===== config.mk =====
export PLATFORM = sky130hd
export DESIGN_NAME = pc_fetch
export DESIGN_NICKNAME = d
export VERILOG_FILES = /design/src/rtl/pc_fetch.sv
export SDC_FILE = /design/constraint.sdc
export NUM_CORES = 1
export LEC_CHECK = 0
export ABC_CLOCK_PERIOD_IN_PS = 1800
export BUFFER_PORTS_ARGS = -buffer_cell sky130_fd_sc_hd__buf_4
export CAP_MARGIN = 20
export CORE_MARGIN = 1.5
export CORE_UTILIZATION = 46
export CTS_CLUSTER_SIZE = 8
export DETAILED_ROUTE_END_ITERATION = 10
export PLACE_DENSITY = 0.78
export SYNTH_ARGS = -nofsm -noshare
export SYNTH_HDL_FRONTEND = slang
export SYNTH_SLANG_ARGS = --single-unit

===== constraint.sdc =====
create_clock -name clk -period 1.8 [get_ports clk]
set_input_delay 0.09 -clock clk [delete_from_list [all_inputs] [get_ports clk]]
set_output_delay 0.09 -clock clk [all_outputs]
set_load 0.1 [all_outputs]

===== src/rtl/pc_fetch.sv =====
// Program-counter fetch stage: IDLE/FETCH/HOLD sequencer issuing one read request at a time, with jump redirect; optional target alignment check via PC_FETCH_ALIGN_CHECK_EN.
// Latency: instr_valid rises one cycle after the mem_ack that returns the word; zero-wait memory gives one instruction per two cycles.
// Backpressure: a held word stays in HOLD until instr_ready or a jump flushes it; an issued memory request is held until mem_ack.
module pc_fetch #(
  parameter logic [31:0] RESET_PC = 32'h0000_0000
) (
  input  logic        clk,
  input  logic        rst_n,
  input  logic        sel_direccion,
  input  logic [31:0] salto,
  output logic [31:0] salida_,
  output logic [31:0] pc,
  output logic        mem_req,
  output logic [31:0] mem_addr,
  input  logic        mem_ack,
  input  logic [31:0] mem_rdata,
  output logic [31:0] instr,
  output logic        instr_valid,
  input  logic        instr_ready,
  output logic        misalign
);

  typedef enum logic [1:0] {
    IDLE  = 2'd0,
    FETCH = 2'd1,
    HOLD  = 2'd2
  } state_t;

  state_t      state, state_nxt;
  logic [31:0] pc_nxt;
  logic [31:0] instr_nxt;
  logic        instr_valid_nxt;
  logic        jump_pend, jump_pend_nxt;
  logic [31:0] pend_tgt, pend_tgt_nxt;
  logic [31:0] tgt_in;

`ifdef PC_FETCH_ALIGN_CHECK_EN
  // Low address bits are dropped; any jump with them set is remembered until reset.
  assign tgt_in = {salto[31:2], 2'b00};

  always_ff @(posedge clk or negedge rst_n) begin
    if (!rst_n) begin
      misalign <= 1'b0;
    end else if (sel_direccion && (salto[1:0] != 2'b00)) begin
      misalign <= 1'b1;
    end
  end
`else
  assign tgt_in   = salto;
  assign misalign = 1'b0;
`endif

  assign salida_  = pc + 32'd4;
  assign mem_req  = (state == FETCH);
  assign mem_addr = pc;

  always_comb begin
    state_nxt       = state;
    pc_nxt          = pc;
    instr_nxt       = instr;
    instr_valid_nxt = instr_valid;
    jump_pend_nxt   = jump_pend;
    pend_tgt_nxt    = pend_tgt;
    case (state)
      IDLE: begin
        state_nxt = FETCH;
        if (sel_direccion) begin
          pc_nxt = tgt_in;
        end
      end
      FETCH: begin
        if (mem_ack) begin
          if (sel_direccion || jump_pend) begin
            // Wrong-path word: drop it and restart at the newest target.
            pc_nxt        = sel_direccion ? tgt_in : pend_tgt;
            jump_pend_nxt = 1'b0;
          end else begin
            instr_nxt       = mem_rdata;
            instr_valid_nxt = 1'b1;
            pc_nxt          = salida_;
            state_nxt       = HOLD;
          end
        end else if (sel_direccion) begin
          pend_tgt_nxt  = tgt_in;
          jump_pend_nxt = 1'b1;
        end
      end
      HOLD: begin
        if (sel_direccion) begin
          instr_valid_nxt = 1'b0;
          pc_nxt          = tgt_in;
          state_nxt       = FETCH;
        end else if (instr_ready) begin
          instr_valid_nxt = 1'b0;
          state_nxt       = FETCH;
        end
      end
      default: begin
        state_nxt = IDLE;
      end
    endcase
  end

  always_ff @(posedge clk or negedge rst_n) begin
    if (!rst_n) begin
      state       <= IDLE;
      pc          <= RESET_PC;
      instr       <= 32'd0;
      instr_valid <= 1'b0;
      jump_pend   <= 1'b0;
      pend_tgt    <= 32'd0;
    end else begin
      state       <= state_nxt;
      pc          <= pc_nxt;
      instr       <= instr_nxt;
      instr_valid <= instr_valid_nxt;
      jump_pend   <= jump_pend_nxt;
      pend_tgt    <= pend_tgt_nxt;
    end
  end

endmodule

==> results.txt <==
----------------------------------------------------
[Run status]
  Outcome ... complete, but fails checks
  Violated checks ... setup timing

[Floorplanning]
  Die footprint ... between 10,000 and 15,000 µm²
  Row count ... 40
  Top-level port count ... 200
  Die outline height ... ~120 µm
  Die Width ... around 120 µm
  Initial standard-cell utilization of the core ... about 48%
  Floorplan Core Area ... ~12,000 µm²

[Worst setup path]
  Arrival time reported for the critical path endpoint ... about 2100 ps
  Maximum single-stage delay on the critical path ... between 400 and 500 ps
  Family with the most delay on the worst path ... simple AND/OR/NAND/NOR gates
  R2r startpoint ... mem_addr[2]
  Critical Path RT ... 1710 ps
  Total buffers and inverters traversed by the critical path ... 1
  CP Launch Type ... flip-flop
  Worst flop-to-flop path endpoint ... mem_addr[31]
  Crit Path Max Fanout ... 4
  Reg2reg setup slack ... -140 ps
  Kind of end point of the critical path ... output pin
  Reg2Reg Depth ... 7
  Crit. path cell count ... 5
  Type of the setup path with the least slack ... reg2out
  Standard cell with the maximum stage delay on the critical path ... sky130_fd_sc_hd__or3_4
  Cell Chain, Critical Path ... and4_1, nand4_1, or3_4, xnor2_4, buf_12

[Global route]
  Vias in the first global route ... approximately 6,300
  Grt ovf ... 0
  Wire length of the first global-routing pass ... roughly 33,000 µm
  Number of antenna violations at the first check in global routing ... 0
  Largest net degree at the start of global routing ... 51
  Global routing usage summed across all routing layers ... roughly a third

[Layout]
  Number of inserted filler cells in the final layout ... about 630
  Register area ... 2590 µm²
  Number of non-filler instances in the completed layout ... roughly 1,100
  Area occupied by multi-input gates ... 3640 µm²
  Post-layout net count ... between 900 and 1,000
  Fraction of layout cells with a size suffix above 1 ... ~57%
  Antenna Cells ... 0
  Layout-stage area growth over the synthesis result ... 76.8%
  Total non-filler cell area in the finished layout ... 10,300 µm²

[Timing]
  Clock period minus worst slack ... roughly 2200 ps
  FMAX ... approximately 0.46 GHz
  Least setup slack across all paths after layout ... -392 ps
  Largest clock skew in the final design ... ~10 ps
  Total negative slack ... -6920 ps
  Final Hold Vio Count ... 0
  Pins Over Slew Limit ... 0
  Endpoints failing setup ... 31
  Unrepaired setup endpoints after global routing ... true
  Part of the cycle the worst path needs ... 122%

[Routing]
  Detailed-router iteration count before antenna repair ... 7
  Total wire length ... about 21,000 µm
  Post-detailed-route via-to-cell ratio ... between 5 and 6
  Number of nets with antenna violations after detailed routing ... 0
  Mean routed wirelength per cell ... ~20 µm
  Iter 0 DRT Violations ... 467
  Number of vias after detailed routing ... 6,072
  DRC Markers ... 0

[Worst hold path]
  Number of cells on the worst hold path ... 2
  Hold EP ... state[1]
  Beginning of the worst hold path ... sel_direccion
  Type of the worst min-delay path ... in2reg

[Yosys]
  Instance count of the mapped netlist ... between 500 and 600
  Most instantiated flip-flop cell in the synthesis netlist ... sky130_fd_sc_hd__dfrtp_1
  Area of the mapped netlist ... 5810 µm²
  Share of the yosys chip area belonging to registers ... 43.1%
  Synthesized flop and latch total ... 100
  Number of warnings printed during yosys synthesis ... 0
  Cell taking the most area after synthesis ... sky130_fd_sc_hd__dfrtp_1
  Post-synthesis average cell area ... between 10 and 15 µm²
  Async S/R FF share, synth ... 100%
  Syn nets ... 641
  Area share of the leading cell type in the synthesized netlist ... 43.1%
  Largest cells by area after synthesis ... sky130_fd_sc_hd__dfrtp_1 (43%), sky130_fd_sc_hd__mux2_2 (12%), sky130_fd_sc_hd__buf_4 (5.0%)
  Count of flip-flops with a built-in enable after synthesis ... 0
  Library cells used by synthesis ... 60

[Placed design]
  Number of port buffers ... 198
  Placed wire-length estimate ... 13,100 µm
  Placer's final routability congestion estimate ... 0.894
  Placed cells ... ~950
  Cell area after placement ... roughly 8500 µm²

[Clock network]
  Max Root-Sink Buffers ... 2
  Number of buffers added by the clock tree synthesis step ... 9
  TritonCTS clock tree ... built
  H-tree levels ... 3
  Clock tree sinks ... 100
  Clock network latency to the later pin of the worst-skew pair ... 350 ps
  Root buffer selected by CTS ... sky130_fd_sc_hd__clkbuf_16
  Clock edge transition at the registers on the reported setup and hold paths ... ~70 ps

[Job]
  Number of max-cap violations ... 0

----------------------------------------------------
[through the flow]
| step | setup slack [ps] | utilization, % | hold slack (ps) |
|---|---|---|---|
| 2_1_floorplan | -593 | - | -206 |
| 3_3_place_gp | -158 | 70.1 | 69.3 |
| 3_5_place_dp | -205 | 70.1 | 64.9 |
| 4_1_cts | -374 | 83.2 | 16.0 |
| 5_1_grt | -468 | 84.5 | 41.9 |
| 6_report | -392 | 84.5 | 31.6 |
[kinds of logic after synthesis]
family	count (synthesis)	share of synthesized area, %
AO/OA/AOI/OAI	82	10.4
XOR/XNOR	27	4.07
adder cells (fa/ha/maj)	1	0.215
buffers and inverters	97	9.64
flip-flops	100	43.1
multiplexers	87	16.4
other	1	0.0645
AND/OR/NAND/NOR	176	16.2
[state kept, by name, indices dropped and copies added (netlist names)]
register     cells
mem_addr        32
jump_pend        1
instr_valid      1
state            2
instr           32
pend_tgt        32
[worst max-delay path by stage]
stage	startpoint	to	slack (ps)
after floorplan	mem_addr[6]	salida_[23]	-590
after global placement	mem_addr[3]	salida_[30]	-160
after detailed placement	mem_addr[10]	salida_[27]	-200
after CTS	mem_addr[2]	salida_[26]	-370
after global routing	mem_addr[2]	salida_[29]	-470
final	mem_addr[2]	salida_[23]	-390
[layer usage]
| metal | vias up | wire length [µm] | global-route usage, % |
|---|---|---|---|
| li1 | 2633 | - | - |
| met1 | 3001 | 8270 | 40.0 |
| met2 | 383 | 10700 | 54.4 |
| met3 | 55 | 1680 | 5.17 |
| met4 | 0 | 529 | 12.3 |
| met5 | - | 0 | 0 |
[area by class of cell]
type                    instances  area share, %
multi-input cells             374           35.4
clock inverters                 7          0.804
repair buffers                378           33.7
flip-flops and latches        100           25.2
inverters                      17          0.621
well taps                     168           2.05
clock buffers                   9           2.19
[Yosys cell counts (3+ instances only)]
master and instances:
sky130_fd_sc_hd__dfrtp_1 100, sky130_fd_sc_hd__o21ai_0 11, sky130_fd_sc_hd__o22ai_1 3, sky130_fd_sc_hd__nand2_1 53
sky130_fd_sc_hd__buf_2 21, sky130_fd_sc_hd__o211ai_1 15, sky130_fd_sc_hd__and3_1 12, sky130_fd_sc_hd__and2_1 6
sky130_fd_sc_hd__xor2_1 3, sky130_fd_sc_hd__or3_1 12, sky130_fd_sc_hd__mux2_2 64, sky130_fd_sc_hd__nand3_1 29
sky130_fd_sc_hd__a21oi_1 13, sky130_fd_sc_hd__o311ai_0 6, sky130_fd_sc_hd__and4_1 8, sky130_fd_sc_hd__clkbuf_1 15
sky130_fd_sc_hd__nor4_1 3, sky130_fd_sc_hd__nand4_1 15, sky130_fd_sc_hd__nor3_1 3, sky130_fd_sc_hd__a41oi_1 4
sky130_fd_sc_hd__a22o_1 3, sky130_fd_sc_hd__mux2i_1 23, sky130_fd_sc_hd__buf_4 39, sky130_fd_sc_hd__nand2b_1 3
sky130_fd_sc_hd__nor2_1 17, sky130_fd_sc_hd__o311a_1 4, sky130_fd_sc_hd__xnor2_1 24, sky130_fd_sc_hd__buf_6 3
sky130_fd_sc_hd__inv_1 17
[layout by cell type (no fill, tap or decap), drive strengths merged, types with 3 or more instances in the layout]
cell / instances
o21ai: 13
and4: 8
buf: 312
a21oi: 14
and2: 6
o22ai: 3
a41oi: 4
a22o: 3
nand2: 53
or3: 12
xor2: 3
nor2: 17
inv: 21
mux2: 64
o211ai: 17
nand2b: 3
and3: 12
nand4: 16
xnor2: 24
nor3: 3
nand3: 29
nor4: 4
mux2i: 23
dlygate4sd3: 66
dfrtp: 100
clkbuf: 9
o311ai: 7
o311a: 4
[repair_timing]
item | 4_1_cts | 5_1_grt
hold buffers | 66 | 0
endpoints found under the setup margin | 33 | 43
buffers inserted | 21 | 7
endpoints found under the hold margin | 96 | 0
resized for setup | 111 | 28
pin swaps | 32 | 15
Power is not shown: default switching activity piles up to over one toggle a cycle in this logic, so the estimate is an artifact.
